`config.mk`:
```
export PLATFORM = sky130hd
export DESIGN_NAME = module_encoder
export DESIGN_NICKNAME = d
export VERILOG_FILES = /design/src/rtl/module_encoder.sv
export SDC_FILE = /design/constraint.sdc
export NUM_CORES = 1
export LEC_CHECK = 0
export BUFFER_PORTS_ARGS = -buffer_cell sky130_fd_sc_hd__buf_2
export CORE_UTILIZATION = 55
export CTS_BUF_LIST = sky130_fd_sc_hd__clkbuf_4 sky130_fd_sc_hd__clkbuf_8
export DETAILED_ROUTE_END_ITERATION = 10
export GPL_ROUTABILITY_DRIVEN = 0
export HOLD_SLACK_MARGIN = 0.05
export PLACE_DENSITY = 0.8
export SLEW_MARGIN = 20
export SYNTH_ARGS = -nofsm -noshare
export SYNTH_HDL_FRONTEND = slang
export SYNTH_SLANG_ARGS = --single-unit
```
`constraint.sdc`:
```
create_clock -name clk80 -period 3.3 [get_ports clk80]
set_input_delay 0.66 -clock clk80 [delete_from_list [all_inputs] [get_ports clk80]]
set_output_delay 0.66 -clock clk80 [all_outputs]
set_load 0.03 [all_outputs]
```
`src/rtl/module_encoder.sv`:
```
// module_encoder: serialises a TBM/ROC readout frame into a 4-bit nibble stream.
//
// A frame is a TBM header, nroc ROC blocks and a TBM trailer. Each ROC block is
// a ROC header followed by any number of 6-nibble pixel words. The block ends
// when an end-of-ROC entry arrives from the hit source. The stream advances one
// nibble per ena strobe. When the hit source has nothing ready at a decision
// point, the encoder sends IDLE_NIB stall nibbles and sets a sticky underrun flag.
//
// Ports
//   clk80         in   clock, rising edge
//   reset         in   synchronous, active-high reset
//   ena           in   nibble strobe
//   start         in   frame request, accepted only while busy=0
//   tbm_hdr_data  in   16-bit TBM header payload, captured on an accepted start
//   tbm_trl_data  in   16-bit TBM trailer payload, captured on an accepted start
//   nroc          in   number of ROC blocks (0..15), captured on an accepted start
//   roc_bits      in   ROC header status bits, captured on an accepted start
//   hit_valid     in   hit entry available
//   hit_eor       in   entry is an end-of-ROC marker
//   hit_data      in   24-bit pixel word, sent MSB nibble first
//   hit_ready     out  entry consumed this cycle (decision slot)
//   dout          out  registered nibble stream
//   busy          out  frame in progress
//   done          out  one-cycle pulse after the frame ends
//   underrun      out  sticky: an entry was needed while hit_valid=0
module module_encoder #(
    parameter logic [3:0] IDLE_NIB = 4'b1111
) (
    input  logic        clk80,
    input  logic        reset,
    input  logic        ena,
    input  logic        start,
    input  logic [15:0] tbm_hdr_data,
    input  logic [15:0] tbm_trl_data,
    input  logic [3:0]  nroc,
    input  logic [1:0]  roc_bits,
    input  logic        hit_valid,
    input  logic        hit_eor,
    input  logic [23:0] hit_data,
    output logic        hit_ready,
    output logic [3:0]  dout,
    output logic        busy,
    output logic        done,
    output logic        underrun
);

    localparam logic [2:0] S_IDLE = 3'd0;
    localparam logic [2:0] S_TH   = 3'd1;
    localparam logic [2:0] S_RH   = 3'd2;
    localparam logic [2:0] S_PX   = 3'd3;
    localparam logic [2:0] S_TT   = 3'd4;
    localparam logic [2:0] S_WAIT = 3'd5;

    // TBM header/trailer: 0111, 1111, identifier nibble, then 16-bit payload.
    function automatic logic [3:0] tbm_nib(input logic [2:0] idx,
                                           input logic [3:0] id_nib,
                                           input logic [15:0] data);
        case (idx)
            3'd0:    tbm_nib = 4'h7;
            3'd1:    tbm_nib = 4'hF;
            3'd2:    tbm_nib = id_nib;
            3'd3:    tbm_nib = data[15:12];
            3'd4:    tbm_nib = data[11:8];
            3'd5:    tbm_nib = data[7:4];
            default: tbm_nib = data[3:0];
        endcase
    endfunction

    function automatic logic [3:0] rh_nib(input logic [2:0] idx, input logic [1:0] bits);
        case (idx)
            3'd0:    rh_nib = 4'h7;
            3'd1:    rh_nib = 4'hF;
            default: rh_nib = {2'b10, bits};
        endcase
    endfunction

    function automatic logic [3:0] pix_nib(input logic [2:0] idx, input logic [23:0] pix);
        case (idx)
            3'd0:    pix_nib = pix[23:20];
            3'd1:    pix_nib = pix[19:16];
            3'd2:    pix_nib = pix[15:12];
            3'd3:    pix_nib = pix[11:8];
            3'd4:    pix_nib = pix[7:4];
            default: pix_nib = pix[3:0];
        endcase
    endfunction

    logic [2:0]  state, state_d;
    logic [2:0]  cnt, cnt_d;
    logic [3:0]  roc_cnt, roc_cnt_d;
    logic [3:0]  dout_d;
    logic        busy_d, done_d, underrun_d;
    logic        latch, pix_ld, decision;

    // Frame fields captured on the accepted start; pixel word captured on consume.
    logic [15:0] hdr_p0, trl_p0;
    logic [3:0]  nroc_p0;
    logic [1:0]  bits_p0;
    logic [23:0] pix_p0;

    // A decision slot is the ena cycle after the last RH/PX nibble was loaded,
    // or any ena cycle spent stalled in WAIT.
    assign decision = ena && !reset &&
                      ((state == S_RH && cnt == 3'd2) ||
                       (state == S_PX && cnt == 3'd5) ||
                       (state == S_WAIT));
    assign hit_ready = decision;

    always_comb begin
        state_d    = state;
        cnt_d      = cnt;
        roc_cnt_d  = roc_cnt;
        dout_d     = dout;
        busy_d     = busy;
        done_d     = 1'b0;
        underrun_d = underrun;
        latch      = 1'b0;
        pix_ld     = 1'b0;
        if (state == S_IDLE) begin
            // IDLE with busy=1 means a frame is armed; its first nibble waits
            // for an ena strictly after the start cycle.
            if (!busy) begin
                if (start) begin
                    latch      = 1'b1;
                    busy_d     = 1'b1;
                    underrun_d = 1'b0;
                end
            end else if (ena) begin
                state_d = S_TH;
                cnt_d   = 3'd0;
                dout_d  = 4'h7;
            end
        end else if (ena) begin
            case (state)
                S_TH: begin
                    if (cnt != 3'd6) begin
                        cnt_d  = cnt + 3'd1;
                        dout_d = tbm_nib(cnt + 3'd1, 4'hC, hdr_p0);
                    end else begin
                        cnt_d     = 3'd0;
                        dout_d    = 4'h7;
                        roc_cnt_d = nroc_p0;
                        state_d   = (nroc_p0 != 4'd0) ? S_RH : S_TT;
                    end
                end
                S_RH: begin
                    if (cnt != 3'd2) begin
                        cnt_d  = cnt + 3'd1;
                        dout_d = rh_nib(cnt + 3'd1, bits_p0);
                    end
                end
                S_PX: begin
                    if (cnt != 3'd5) begin
                        cnt_d  = cnt + 3'd1;
                        dout_d = pix_nib(cnt + 3'd1, pix_p0);
                    end
                end
                S_TT: begin
                    if (cnt != 3'd6) begin
                        cnt_d  = cnt + 3'd1;
                        dout_d = tbm_nib(cnt + 3'd1, 4'hE, trl_p0);
                    end else begin
                        state_d = S_IDLE;
                        cnt_d   = 3'd0;
                        dout_d  = IDLE_NIB;
                        busy_d  = 1'b0;
                        done_d  = 1'b1;
                    end
                end
                default: ;
            endcase
            if (decision) begin
                cnt_d = 3'd0;
                if (!hit_valid) begin
                    state_d    = S_WAIT;
                    dout_d     = IDLE_NIB;
                    underrun_d = 1'b1;
                end else if (!hit_eor) begin
                    state_d = S_PX;
                    dout_d  = hit_data[23:20];
                    pix_ld  = 1'b1;
                end else begin
                    roc_cnt_d = roc_cnt - 4'd1;
                    dout_d    = 4'h7;
                    state_d   = (roc_cnt > 4'd1) ? S_RH : S_TT;
                end
            end
        end
    end

    always_ff @(posedge clk80) begin
        if (reset) begin
            state    <= S_IDLE;
            cnt      <= 3'd0;
            roc_cnt  <= 4'd0;
            dout     <= IDLE_NIB;
            busy     <= 1'b0;
            done     <= 1'b0;
            underrun <= 1'b0;
        end else begin
            state    <= state_d;
            cnt      <= cnt_d;
            roc_cnt  <= roc_cnt_d;
            dout     <= dout_d;
            busy     <= busy_d;
            done     <= done_d;
            underrun <= underrun_d;
        end
    end

    always_ff @(posedge clk80) begin
        if (latch) begin
            hdr_p0  <= tbm_hdr_data;
            trl_p0  <= tbm_trl_data;
            nroc_p0 <= nroc;
            bits_p0 <= roc_bits;
        end
        if (pix_ld) begin
            pix_p0 <= hit_data;
        end
    end

endmodule

```
# --- Word-level counts from Yosys, hierarchy flattened ---
# Cells that the tools add are included.
word_totals:
  regBits: 79
  inputBits: 68
  out_inout_bits: 8
  word_cells: 129
classes:
  n_addsub: 2
  n_lt_le_gt_ge: 1
  n_eq_ne: 25
  muxes: 62
  bitwise: 3
  reduce_logical: 24
op_table:
  columns: ["cell", "n"]
  rows:
  - ["$mux 4", 16]
  - ["$mux 3", 19]
  - ["$pmux 4 s6", 2]
  - ["$mux 1", 20]
  - ["$pmux 4 s5", 1]
  - ["$reduce_and 6->1", 3]
  - ["$pmux 4 s4", 1]
  - ["$eq 3x2->1 const B", 5]
  - ["$eq 3x3->1 const B", 5]
  - ["$ne 2x2->1 const B", 5]
  - ["$pmux 3 s3", 1]
  - ["$ne 4x2->1 const B", 2]
  - ["$ne 4x4->1 const B", 2]
  - ["$pmux 4 s2", 1]
  - ["$reduce_bool 4->1", 2]
  - ["$eq 3x1->1 const B", 2]
  - ["$logic_not 3->1", 2]
  - ["$ne 3x3->1 const B", 2]
  - ["$pmux 3 s2", 1]
  - ["$reduce_bool 2->1", 3]
  - ["$reduce_bool 6->1", 1]
  - ["$reduce_and 5->1", 1]
  - ["$reduce_bool 5->1", 1]
  - ["$gt 4x1->1 const B", 1]
  - ["12 further kinds", 18]

# --- Depth between registers and ports, before layout ---
logic_depth:
  ltp_word: 8
  ltp_mapped: 10
  depth_no_buf: 8

# --- Worst setup path after synthesis ---
# OpenSTA, ideal clock, no wires.
synth_timing:
  path_kind: "flip-flop to flip-flop"
  start: "register cnt[0]"
  end: "register pix_p0[0], enable pin"
  setup_time_ns: 0.379
  arrival_time_ns: 2.078
  required_time_ns: 2.921
  path_slack_ns: 0.844
  path_stages_with_launch: 9
  n_path_buf: 1
  period_less_slack_ns: 2.456
  path_cell_list: "dfxtp_1 inv_1 ha_1 nor3b_2 o211ai_1 a21oi_1 buf_2 nand3b_1 inv_1"
synth_via:
  elab_chain_len: 8
  word_cells_on_any_way: 10
  classes_between: "2 x eq/ne; 3 x mux; 5 x reduce/logical"
synth_rtl:
  columns: ["element", "line", "rtl"]
  rows:
  - ["from (decl)", "89", "logic [2:0] cnt, cnt_d;"]
  - ["from (signal assigned)", "202", "cnt <= cnt_d;"]
  - ["$eq 3x2->1 or $eq 3x3->1 (tied branches)", "104, 105", null]
  - ["$logic_and 1x1->1 (on tied branches)", "104, 105", null]
  - ["$logic_or 1x1->1 *", "104", "((state == S_RH && cnt == 3'd2) ||"]
  - ["$logic_or 1x1->1 *", "105", "(state == S_PX && cnt == 3'd5) ||"]
  - ["$logic_and 1x1->1 *", "103", "assign decision = ena && !reset &&"]
  - ["named net hit_ready", "40", "output logic hit_ready,"]
  - ["$mux 1 *", "172", "if (decision) begin"]
  - ["$mux 1 *", "133", "end else if (ena) begin"]
  - ["$mux 1 *", "119", "if (state == S_IDLE) begin"]
  - ["named net pix_ld", "93", "logic latch, pix_ld, decision;"]
  - ["to (signal assigned)", "219", "pix_p0 <= hit_data;"]
  - ["to (decl)", "99", "logic [23:0] pix_p0;"]
# Mark *: on every way through the listed nets, which the timed path passes. The rest lies on a longest branch.
# A chain may end at the register's enable or synchronous reset.

# --- Worst setup path in the final report ---
layout_timing:
  start: "register cnt[0]"
  end: "output hit_ready"
layout_via:
  elab_chain_len: 5
  word_cells_on_any_way: 7
  classes_between: "2 x eq/ne; 5 x reduce/logical"
layout_rtl:
  columns: ["element", "line"]
  rows:
  - ["$eq 3x2->1 or $eq 3x3->1 (tied branches)", "104, 105"]
  - ["$logic_and 1x1->1 (on tied branches)", "104, 105"]
  - ["$logic_or 1x1->1 *", "104"]
  - ["$logic_or 1x1->1 *", "105"]
  - ["$logic_and 1x1->1 *", "103"]
  - ["to (decl)", "40"]
# Every way passes the cells marked *; elsewhere a longest branch is shown, timed or not.

==> key figures <==
Detailed routing
  – Vias/cell: about 6
  – Wire per inst: between 15 and 20 um
  – Routed WL: roughly 8300 um
  – Drt drc: 6
  – DR vias: 2,928
  – Drt pass-1 iters: 8
  – Routed Antenna Nets: 0
  – Initial DRC Count: just over 500

Clock tree
  – CTS Sinks: between 70 and 80
  – Num CTS Buffers: 9
  – Post CTS Setup Buffer Count: 0
  – CTS tree: yes
  – Root Driver: clkbuf_8
  – CTS H-tree lvls: 3
  – Cts repair resizes: 0
  – Clock transition at path regs: 0.09 ns
  – Clk_lat worst skew: roughly 0.36 ns
  – CTS Hold Bufs: 0
  – Maximum root-to-sink buffer count: 2

Worst setup path
  – CP Launch Point: cnt[0]
  – Worst Path Max Fanout: 12
  – Startpoint types: flip-flop
  – Worst setup EP type: output port
  – Worst setup path class: flip-flop to output port
  – R2R Setup Slk: just under 0.7 ns
  – Worst R2R Start: cnt[0]
  – Critical path arrival: roughly 2.4 ns
  – WP data required: ~2.6 ns
  – Reg-to-Reg End: dout[0]
  – Reg2reg path depth: 7

Outcome
  – Failing checks: design-rule violations
  – Status: finished, violations left

Final layout
  – Most frequent cells in the layout: buf_2 (75), edfxtp_1 (62), nor2_1 (27)
  – Most common cell after layout, fill and taps aside: buf_2
  – Fillers: 517
  – Final Core Density: about two thirds
  – Ant. Diodes: 0
  – Nets: approximately 470
  – Synthesis-to-layout area growth: 15.6%
  – Layout cell share with drive strength beyond 1: about 27%

Die
  – Die ar.: between 0.007 and 0.008 sq mm
  – Initial Util: 58.1%
  – Ports: between 70 and 80
  – Placeable Area: about 0.0065 sq mm
  – Row count: 29
  – Die width: ~85 um
  – Die Ht: 84.6 um

Min path
  – Hold Crit Start: tbm_hdr_data[3]
  – Worst hold-check path type: input pin to flip-flop
  – Worst hold stages: 1
  – Min-Delay Endpoint: hdr_p0[3]

Synth
  – Post-synthesis register bit count: 79
  – Post-synth EDFFs: slightly above 60
  – Post-synthesis compound-gate area fraction: a little under a fifth
  – Post-synthesis sequential area ratio: between 50% and 60%
  – Post-synth ARST share: 0%
  – Ys flop type: edfxtp_1
  – Gate Count Post-Synth: between 300 and 400
  – Mean area per synthesized cell: about 11 sq um
  – Post-synthesis xor/xnor area fraction: ~1.1%
  – Post-Synth Simple-Gate Area: roughly 14%
  – Post-synthesis adder-cell area fraction: between 2 and 2.5%
  – Mux share of post-synthesis cell area: under 10%
  – Unique cell type count in the Yosys netlist: 65
  – Ys Warns: 0
  – Combinational family with the most area after synthesis: compound AO/OA/AOI/OAI gates
  – Syn_nets: 402
  – Mapped Area: 0.00375 sq mm

STA
  – Max Slew Vio Count: 0
  – WHS: between 0.4 and 0.5 ns
  – Final Setup Violations: 0
  – RSZ-0062 raised after global routing: false
  – Final hold viol count: 0
  – Slew Limit Headroom: between 40% and 50%
  – Setup TNS: 0 ns
  – Fin crit period: ~3.0 ns
  – Max Clk Rate: roughly 330 MHz
  – Tightest Pin Transition: about 0.77 ns
  – Clock Skew: between 0.01 and 0.015 ns
  – Tcrit/Tclk final: between 90% and 100%

Power and ir drop
  – P per Cell Area: between 700 and 800 mW/mm^2
  – Static leakage power: 0.00163 uW
  – Final Total Pwr: 3110 uW
  – Worst vdd ir: 0.389 mV

Global route
  – Grt total ovfl: 0
  – Total track usage: 24.3%
  – First-pass GRT wire length: between 10,000 and 15,000 um
  – Number of global-route vias before repair: 2,728
  – Initial antenna violation count: 0
  – Pin count of the biggest net entering global routing: 39

Placed design
  – Post-detail-place hpwl: between 5000 and 6000 um
  – Number of port buffers: 75

Job
  – MaxCap Viol Count: 0
==> logic make-up (layout without fill, tap and decap cells) <==
logic type / count (synthesis) / count (layout)
xor gates and xnor gates: 3 / 3
DFF: 79 / 79
muxes: 4 / 4
adders and majority gates: 7 / 7
buffers and inverters: 34 / 110
AOI/OAI and AO/OA: 99 / 99
and+or+nand+nor: 101 / 101
==> sequential cells by signal, indices dropped and copies added (netlist names), 2 cells and up <==
register / flops
trl_p0: 16
nroc_p0: 4
roc_cnt: 4
pix_p0: 24
cnt: 3
hdr_p0: 16
bits_p0: 2
dout: 4
state: 3
==> synth_stat cells, types with 7 or more instances <==
cell	count	area share, %
a221oi_1	8	1.9
buf_2	13	1.7
a21oi_1	22	2.9
nor3_1	14	1.9
dfxtp_1	17	9.1
o21ai_0	16	2.1
inv_1	12	1.2
nor2_1	27	2.7
edfxtp_1	62	50
nand2_1	20	2.0
ha_1	7	2.3
==> metal layers <==
layer	up-vias	share of wire [%]	global-route usage, %
li1	1392	-	-
met1	1355	42	33.0
met2	161	47	38.1
met3	20	9.0	6.69
met4	0	2.0	8.01
met5	-	0	0
==> cell type report <==
class / count / area [sq um] / share of cell area (%)
timing repair buffer: 81 / 420 / 9.70
tap: 77 / 96.3 / 2.22
clock inverter: 7 / 62.6 / 1.44
multi-input combinational: 214 / 1380 / 31.9
sequential: 79 / 2200 / 50.8
clock buffer: 9 / 124 / 2.86
inverter: 13 / 48.8 / 1.13
==> worst max path at each step <==
stage,endpoint,cells after the start
6_report,hit_ready,7
2_1_floorplan,pix_p0[0],8
5_1_grt,hit_ready,7
3_5_place_dp,hit_ready,7
3_3_place_gp,hit_ready,7
4_1_cts,hit_ready,7
==> critical path, cell delays in order, from the launching register on <==
cell	delay, ns
dfxtp_1	0.37
inv_1	0.10
ha_1	0.47
nor3b_2	0.32
o211ai_1	0.11
a21oi_1	0.21
buf_4	0.20
buf_2	0.21
==> power breakdown <==
group	internal (uW)	leakage, uW	switching [uW]
logic	351	0.000823	629
registers	1310	0.000711	146
clock network	290	0.0000980	385
total	1950	0.00163	1160
==> per-stage QoR <==
stage               cell area [sq um]  std cells  worst slack (ns)
CTS                              4340        480             0.294
floorplan                        3750        327             0.844
global route                     4340        480             0.107
global placement                 4150        464             0.756
finish                           4340        480             0.279
detailed placement               4150        464             0.690
(Power assumes the default switching activity.)
